$ cat src/rtl/rng_arbiter.sv
// Round-robin arbiter sharing one free-running 8-bit LFSR among NREQ requesters,
// serializing reseeds and enforcing a GAP-cycle cool-down after every grant or load.
module rng_arbiter #(
  parameter int unsigned NREQ = 4,
  parameter int unsigned GAP  = 8
) (
  input  logic            clk,
  input  logic            rst,
  input  logic [NREQ-1:0] req,
  output logic [NREQ-1:0] gnt,
  output logic [7:0]      rnd,
  input  logic            seed_wr,
  input  logic [7:0]      seed_data,
  output logic            seed_ack,
  output logic            lfsr_load,
  output logic [7:0]      lfsr_seed,
  input  logic [7:0]      lfsr_q,
  output logic            busy
);

  localparam int unsigned CW = $clog2(GAP) + 1;
  localparam int unsigned PW = $clog2(NREQ);

  typedef enum logic [0:0] {StIdle, StCool} state_e;

  state_e            state_q, state_d;
  logic [CW-1:0]     cnt_q, cnt_d;
  logic [PW-1:0]     ptr_q, ptr_d;
  logic [NREQ-1:0]   gnt_q, gnt_d;
  logic [7:0]        rnd_q, rnd_d;
  logic              ack_q, ack_d;
  logic              load_q, load_d;
  logic [7:0]        seed_q, seed_d;

  logic [2*NREQ-1:0] req_rot;
  logic              found;
  logic [PW:0]       win_ext;
  logic [PW:0]       ptr_inc;
  logic [PW-1:0]     win;
  logic [PW-1:0]     ptr_nxt;

  // Rotate so that bit 0 is the requester at ptr; the first set bit is the winner.
  assign req_rot = {req, req} >> ptr_q;

  always_comb begin
    found   = 1'b0;
    win_ext = '0;
    for (int i = 0; i < int'(NREQ); i++) begin
      if (!found && req_rot[i]) begin
        found   = 1'b1;
        win_ext = {1'b0, ptr_q} + (PW+1)'(i);
      end
    end
    if (win_ext >= (PW+1)'(NREQ)) begin
      win_ext = win_ext - (PW+1)'(NREQ);
    end
    win     = win_ext[PW-1:0];
    ptr_inc = win_ext + (PW+1)'(1);
    ptr_nxt = (ptr_inc == (PW+1)'(NREQ)) ? '0 : ptr_inc[PW-1:0];
  end

  always_comb begin
    state_d = state_q;
    cnt_d   = cnt_q;
    ptr_d   = ptr_q;
    gnt_d   = '0;
    rnd_d   = rnd_q;
    ack_d   = 1'b0;
    load_d  = 1'b0;
    seed_d  = seed_q;
    case (state_q)
      StIdle: begin
        if (seed_wr) begin
          load_d  = 1'b1;
          ack_d   = 1'b1;
          seed_d  = seed_data;
          cnt_d   = CW'(GAP - 1);
          state_d = StCool;
        end else if (found) begin
          gnt_d   = NREQ'(1) << win;
          rnd_d   = lfsr_q;
          ptr_d   = ptr_nxt;
          cnt_d   = CW'(GAP - 1);
          state_d = StCool;
        end
      end
      StCool: begin
        if (cnt_q == '0) begin
          state_d = StIdle;
        end else begin
          cnt_d = cnt_q - CW'(1);
        end
      end
      default: state_d = StIdle;
    endcase
  end

  always_ff @(posedge clk) begin
    if (rst) begin
      state_q <= StIdle;
      cnt_q   <= '0;
      ptr_q   <= '0;
      gnt_q   <= '0;
      rnd_q   <= '0;
      ack_q   <= 1'b0;
      load_q  <= 1'b0;
      seed_q  <= '0;
    end else begin
      state_q <= state_d;
      cnt_q   <= cnt_d;
      ptr_q   <= ptr_d;
      gnt_q   <= gnt_d;
      rnd_q   <= rnd_d;
      ack_q   <= ack_d;
      load_q  <= load_d;
      seed_q  <= seed_d;
    end
  end

  assign gnt       = gnt_q;
  assign rnd       = rnd_q;
  assign seed_ack  = ack_q;
  assign lfsr_load = load_q;
  assign lfsr_seed = seed_q;
  assign busy      = (state_q == StCool);

endmodule

$ cat config.mk
export PLATFORM = sky130hd
export DESIGN_NAME = rng_arbiter
export DESIGN_NICKNAME = d
export VERILOG_FILES = /design/src/rtl/rng_arbiter.sv
export SDC_FILE = /design/constraint.sdc
export NUM_CORES = 1
export LEC_CHECK = 0
export ABC_AREA = 1
export CORE_AREA = 3 3 59 67
export CTS_BUF_LIST = sky130_fd_sc_hd__clkbuf_8
export DETAILED_ROUTE_END_ITERATION = 10
export DIE_AREA = 0 0 62 70
export HOLD_SLACK_MARGIN = 0.03
export PLACE_DENSITY = 0.84
export REMOVE_ABC_BUFFERS = 1
export SETUP_SLACK_MARGIN = 0.02
export SKIP_CTS_REPAIR_TIMING = 1
export SLEW_MARGIN = 20
export SYNTH_ARGS = -nofsm -noshare
export SYNTH_HDL_FRONTEND = slang
export SYNTH_SLANG_ARGS = --single-unit
$ cat constraint.sdc
create_clock -name clk -period 1.7 [get_ports clk]
set_input_delay 0.34 -clock clk [delete_from_list [all_inputs] [get_ports clk]]
set_output_delay 0.34 -clock clk [all_outputs]
set_load 0.1 [all_outputs]
## Word level (Yosys, flattened, before mapping)

Cells that the tools add are included.

- Bitwise gates (word level): 3
- Add/subtract/negate cells: 6
- Reduce and logical (&&, ||, !) cells: 12
- Multiplexer cells: 19
- Shift operators: 2
- Order comparisons: 1
- Equality and inequality tests: 3

Operators by type and width:

| kind | number |
|---|---|
| 3-bit two-way mux | 4 |
| 4-bit two-way mux | 3 |
| 1-bit two-way mux | 8 |
| 4-bit one-hot mux with 2 select lines | 1 |
| 8-bit by 2-bit right shift with 4-bit output | 1 |
| 2-bit by 2-bit adder with 3-bit output (second input constant) | 2 |
| 4-bit zero test | 1 |
| 2-bit two-way mux | 2 |
| 2-bit AND reduction | 2 |
| 4-bit OR reduction | 1 |
| 1-bit by 2-bit << shifter with 4-bit output (first input constant) | 1 |
| 4-bit by 1-bit subtractor with 4-bit output (second input constant) | 1 |
| 2-bit by 1-bit adder with 3-bit output (second input constant) | 1 |
| 3-bit by 1-bit adder with 3-bit output (second input constant) | 1 |
| 3-bit == test (second input constant) | 1 |
| 3-bit greater-or-equal comparator (second input constant) | 1 |
| 1-bit logical AND | 3 |
| 1-bit zero test | 3 |
| 3-bit != test (second input constant) | 1 |
| 1-bit inverter | 3 |
| 3-bit AND reduction | 1 |
| 3-bit subtractor (second input constant) | 1 |
| 2-bit != test (second input constant) | 1 |
| 1-bit one-hot mux with 2 select lines | 1 |
| 2-bit OR reduction | 1 |

- Register bits after elaboration: 28
- Output and inout bits: 23

## Depth between registers and ports, before layout

Gate-level depths: netlist of run 1.

- Depth in word-level cells: 16
- Depth in mapped cells: 16

## Worst setup path after synthesis of run 1

Ideal clock, no wire load.

- Path kind: register -> register
- Start point: reg state_q (netlist: busy)
- End point: reg cnt_q[0]
- Slack: -0.091 ns
- Path buffers: 0
- Required time: 1.642 ns
- Stages on the path, launching flop included: 7
- Data arrival time: 1.733 ns
- Clock period less this slack: 1.791 ns
- Path through: dfxtp_1 nor2_1 nand4_2 nand2_2 nor2_1 nand2_1 nand2_1

- Cells in the longest elaborated chain, start to end: 3
- Elaborated cells between the ends (all ways): 5
- Those cells by class: 2 x eq/ne; 1 x mux; 1 x bitwise; 1 x reduce/logical

Ends and longest elaborated chain:

| what | RTL line | RTL |
|---|---|---|
| from (decl) | 26 | `state_e state_q, state_d;` |
| from (signal assigned) | 100 | `state_q <= StIdle;` |
| from (signal assigned) | 109 | `state_q <= state_d;` |
| 1-bit inverter (no line) | n/a |  |
| 3-bit != test (no line) | n/a |  |
| 2-bit AND reduction (no line) | n/a |  |
| to (signal assigned) | 110 | `cnt_q <= cnt_d;` |
| to (decl) | 27 | `logic [CW-1:0] cnt_q, cnt_d;` |

Parallel ways exist; a longest one is shown, timed or not.
A chain may end at the register's enable or synchronous reset.

## Worst setup path after layout of run 1

- Start point: reg ptr_q[0]
- End point: reg ptr_q[0]

- Cells in the longest elaborated chain, start to end: 16
- Elaborated cells between the ends (all ways): 25
- Those cells by class: 5 x add/sub; 1 x order compare; 1 x eq/ne; 1 x shift; 10 x mux; 7 x reduce/logical

Ends and longest elaborated chain:

| what | RTL line | RTL |
|---|---|---|
| from (decl) | 28 | `logic [PW-1:0] ptr_q, ptr_d;` |
| from (signal assigned) | 111 | `ptr_q <= ptr_d;` |
| 8-bit by 2-bit right shift with 4-bit output | 43 | `assign req_rot = {req, req} >> ptr_q;` |
| 1-bit two-way mux | 49 | `if (!found && req_rot[i]) begin` |
| 1-bit zero test | 49 |  |
| 1-bit logical AND | 49 |  |
| 1-bit two-way mux | 49 |  |
| 1-bit zero test | 49 |  |
| 1-bit logical AND | 49 |  |
| 1-bit two-way mux | 49 |  |
| 1-bit zero test | 49 |  |
| 1-bit logical AND | 49 |  |
| 3-bit two-way mux | 49 |  |
| 3-bit subtractor / 3-bit greater-or-equal comparator (equally long branches) | 55, 54 |  |
| 3-bit two-way mux | 54 | `if (win_ext >= (PW+1)'(NREQ)) begin` |
| 3-bit by 1-bit adder with 3-bit output | 58 | `ptr_inc = win_ext + (PW+1)'(1);` |
| 3-bit == test | 59 | `ptr_nxt = (ptr_inc == (PW+1)'(NREQ)) ? '0 : ptr_inc[PW-1:0];` |
| 2-bit two-way mux | 59 |  |

Parallel ways exist; a longest one is shown, timed or not.

==> results.toml, run 1 <==
[outcome]
status = "complete, but fails checks"
violations = "setup timing"

[finish]
nets = 285
syn_to_final_growth_pct = 77.3
post-route-util = 0.752
antenna-diode-count = 0
drive_above_1_share = 0.337

[place]
pre_cts_slack_ns = -0.465
hpwl_mm = 2.72
routabilityCongestion = 0.752
io_buffers = 45

[clocking]
cts.sinks = 28
cts.path.max_buffers = 2
htreeDepth = 1
cts_tree = "yes"
clkLatencyLatePin_ns = 0.28
root_buffer = "clkbuf_8"
cts_buffers = 3
clkTransAtPathRegs_ns = 0.10

[detailed_routing]
drt_wl_total_mm = 4.22
first_pass_iters = 4
dr_total_vias = 1557
viasPerCell = 5.09
wl_per_cell_um = 13.8
drtIter0Drc = 53
antenna_left = 0
drc_errors = 0

[pwr]
intPower_mw = 1.74
p_seq_frac = 0.273
peakVddDrop_uv = 695
switching_share = 0.437
p_per_area_nw_per_um2 = 1230
clkPwrFrac = 0.173
p_comb_frac = 0.553
p_sw_mw = 1.35
fin_total_pwr_mw = 3.09
leakage_nw = 1.16

[synth]
yosysSeqAreaShare = 0.396
synth_warnings = 0
yosysMostFrequentCell = "nor2_1"
synth_ff_type = "dfxtp_1"
synthCells = 193
synth.distinct_cells = 28
syn_area_um2 = 1410
ys_ff_latch = 28
synth.top_cell.area_share = 0.396
avgSynthCellArea_um2 = 7.33
synthTopCellsByCount = "nor2_1, nand2_1, dfxtp_1"
synth-edff-count = 0
ys_async_sr_fraction = 0
synthTopCellsByArea = "dfxtp_1, nor2_1, nand2_1, nand3_1, nand2_4"
synth_top_cell_by_area = "dfxtp_1"

[grt]
grtUsageTotal = 0.162
grt_pass1_vias = 1326
grt_pass1_wl_mm = 5.53
grt.overflow.total = 0
antenna_found_initial = 0
grt_max_degree = 20

[sta]
setup_viol = 2
hold_viol_final = 0
fin_crit_sh = 1.13
fin_crit_ns = 1.93
tightest_slew_ns = 0.256
final-max-slew-violation-count = 0
finalWorstSetupSlack_ns = -0.228
grt_setup_unrepaired = "true"
skew_ns = 0.00184
slew_headroom = 0.829
clock.fmax_ghz = 0.519

[floorplanning]
die-area_um2 = 4340
core_area_um2 = 3330
die_w_um = 62
ios = 46
rows = 22
die_y_um = 70
start_util = 0.424

[critical_path]
start_kind = "flip-flop"
arrival_ns = 2.11
path_max_fanout = 7
criticalPathCategory = "reg2reg"
cp-startpoint = "ptr_q[0]$_SDFFE_PP0P_"
endpoint_kind = "flip-flop"
r2r_start = "ptr_q[0]$_SDFFE_PP0P_"
cp_data_required_time_ns = 1.88

[job]
cap_violations = 0

[hold_path]
min-delay-start = "cnt_q[0]$_SDFFE_PP0P_"
hold_class = "reg2reg"
## layer usage
layer	up-vias	share of wire	global-route usage
li1	744	-	-
met1	724	0.38	0.188
met2	75	0.51	0.270
met3	14	0.077	0.0573
met4	0	0.033	0.0495
met5	-	0	0
## stage by stage
step | cells | setup TNS [ns] | cell area (µm²) | hold WS, ns
floorplan | 188 | -2.12 | 1360 | 0.409
global placement | 298 | -4.11 | 2260 | 0.458
detailed placement | 298 | -5.14 | 2260 | 0.478
CTS | 302 | -0.349 | 2330 | 0.495
global route | 306 | -0.969 | 2510 | 0.518
finish | 306 | -0.421 | 2510 | 0.506
## logic make-up after synthesis
kind of cell / Yosys count / synth area share
and+or+nand+nor: 114 / 0.393
DFF: 28 / 0.396
buffers and inverters: 24 / 0.0894
AOI/OAI and AO/OA: 22 / 0.0823
adders and majority gates: 3 / 0.0266
xor gates and xnor gates: 2 / 0.0124
## area by class of cell
class | instances | area, µm²
Tap cell | 48 | 60.1
Sequential cell | 28 | 564
Fill cell | 199 | 825
Multi-Input combinational cell | 141 | 826
Clock buffer | 3 | 41.3
Timing Repair Buffer | 66 | 898
Inverter | 19 | 86.3
Clock inverter | 1 | 30.0
## flip-flops by register name, summed over array words and instances, names as in the netlist
signal	count
ptr_q	2
cnt_q	4
lfsr_load	1
gnt	4
busy	1
rnd	8
lfsr_seed	8
## critical path, cell delays in order (launching register included)
cell and delay [ns]:
dfxtp_4 0.39, buf_12 0.13, clkinv_8 0.06, nand2_4 0.06, nand2_4 0.05, nand2_4 0.07
nand2_4 0.09, nor2_1 0.20, nand2_1 0.12, nand3_2 0.09, nand2_2 0.06, nand2_2 0.09
ha_4 0.13, nand3b_1 0.12, nand2_1 0.07, nand2_1 0.07, inv_1 0.04
## power groups by stage
stage	Clock [mW]	Combinational, mW	Sequential [mW]
floorplan	0	0.497	1.25
global placement	0	1.45	0.842
detailed placement	0	1.48	0.849
CTS	0.534	1.49	0.836
global route	0.557	1.80	0.851
finish	0.536	1.71	0.844
## layout by cell type, fill, tap and decap left out, types with 2 or more instances in the layout
cell type	Yosys	final
a21oi_1	3	2
a21oi_2	1	2
buf_12	0	25
buf_4	1	16
buf_6	2	2
clkbuf_8	0	3
clkdlybuf4s50_1	0	18
dfxtp_1	28	27
dlymetal6s2s_1	0	4
ha_1	3	2
inv_1	16	15
inv_2	2	2
nand2_1	36	29
nand2_2	3	8
nand2_4	6	7
nand3_1	17	15
nand3_2	1	3
nor2_1	45	43
nor2_2	0	2
o21ai_0	8	8
o21ai_1	9	3
o21ai_2	0	6
## worst paths after layout
path | endpoint | cells after the start | slack, ns
hold / removal | cnt_q[0]$_SDFFE_PP0P_ | 2 | 0.51
setup reg to reg | ptr_q[0]$_SDFFE_PP0P_ | 16 | -0.23
setup / recovery | ptr_q[0]$_SDFFE_PP0P_ | 16 | -0.23
hold reg to reg | cnt_q[0]$_SDFFE_PP0P_ | 2 | 0.51
No activity file was read; power rests on OpenSTA's default activity.
==> inputs of run 2 (changes only) <==
--- a/config.mk
+++ b/config.mk
@@ -8,6 +8,7 @@
 export ABC_AREA = 1
 export CORE_AREA = 3 3 59 67
 export CTS_BUF_LIST = sky130_fd_sc_hd__clkbuf_8
+export CTS_CLUSTER_DIAMETER = 50
 export DETAILED_ROUTE_END_ITERATION = 10
 export DIE_AREA = 0 0 62 70
 export HOLD_SLACK_MARGIN = 0.03
==> results of run 2 <==
Same layout as run 1: the final DEF is identical, and so are final timing and power.
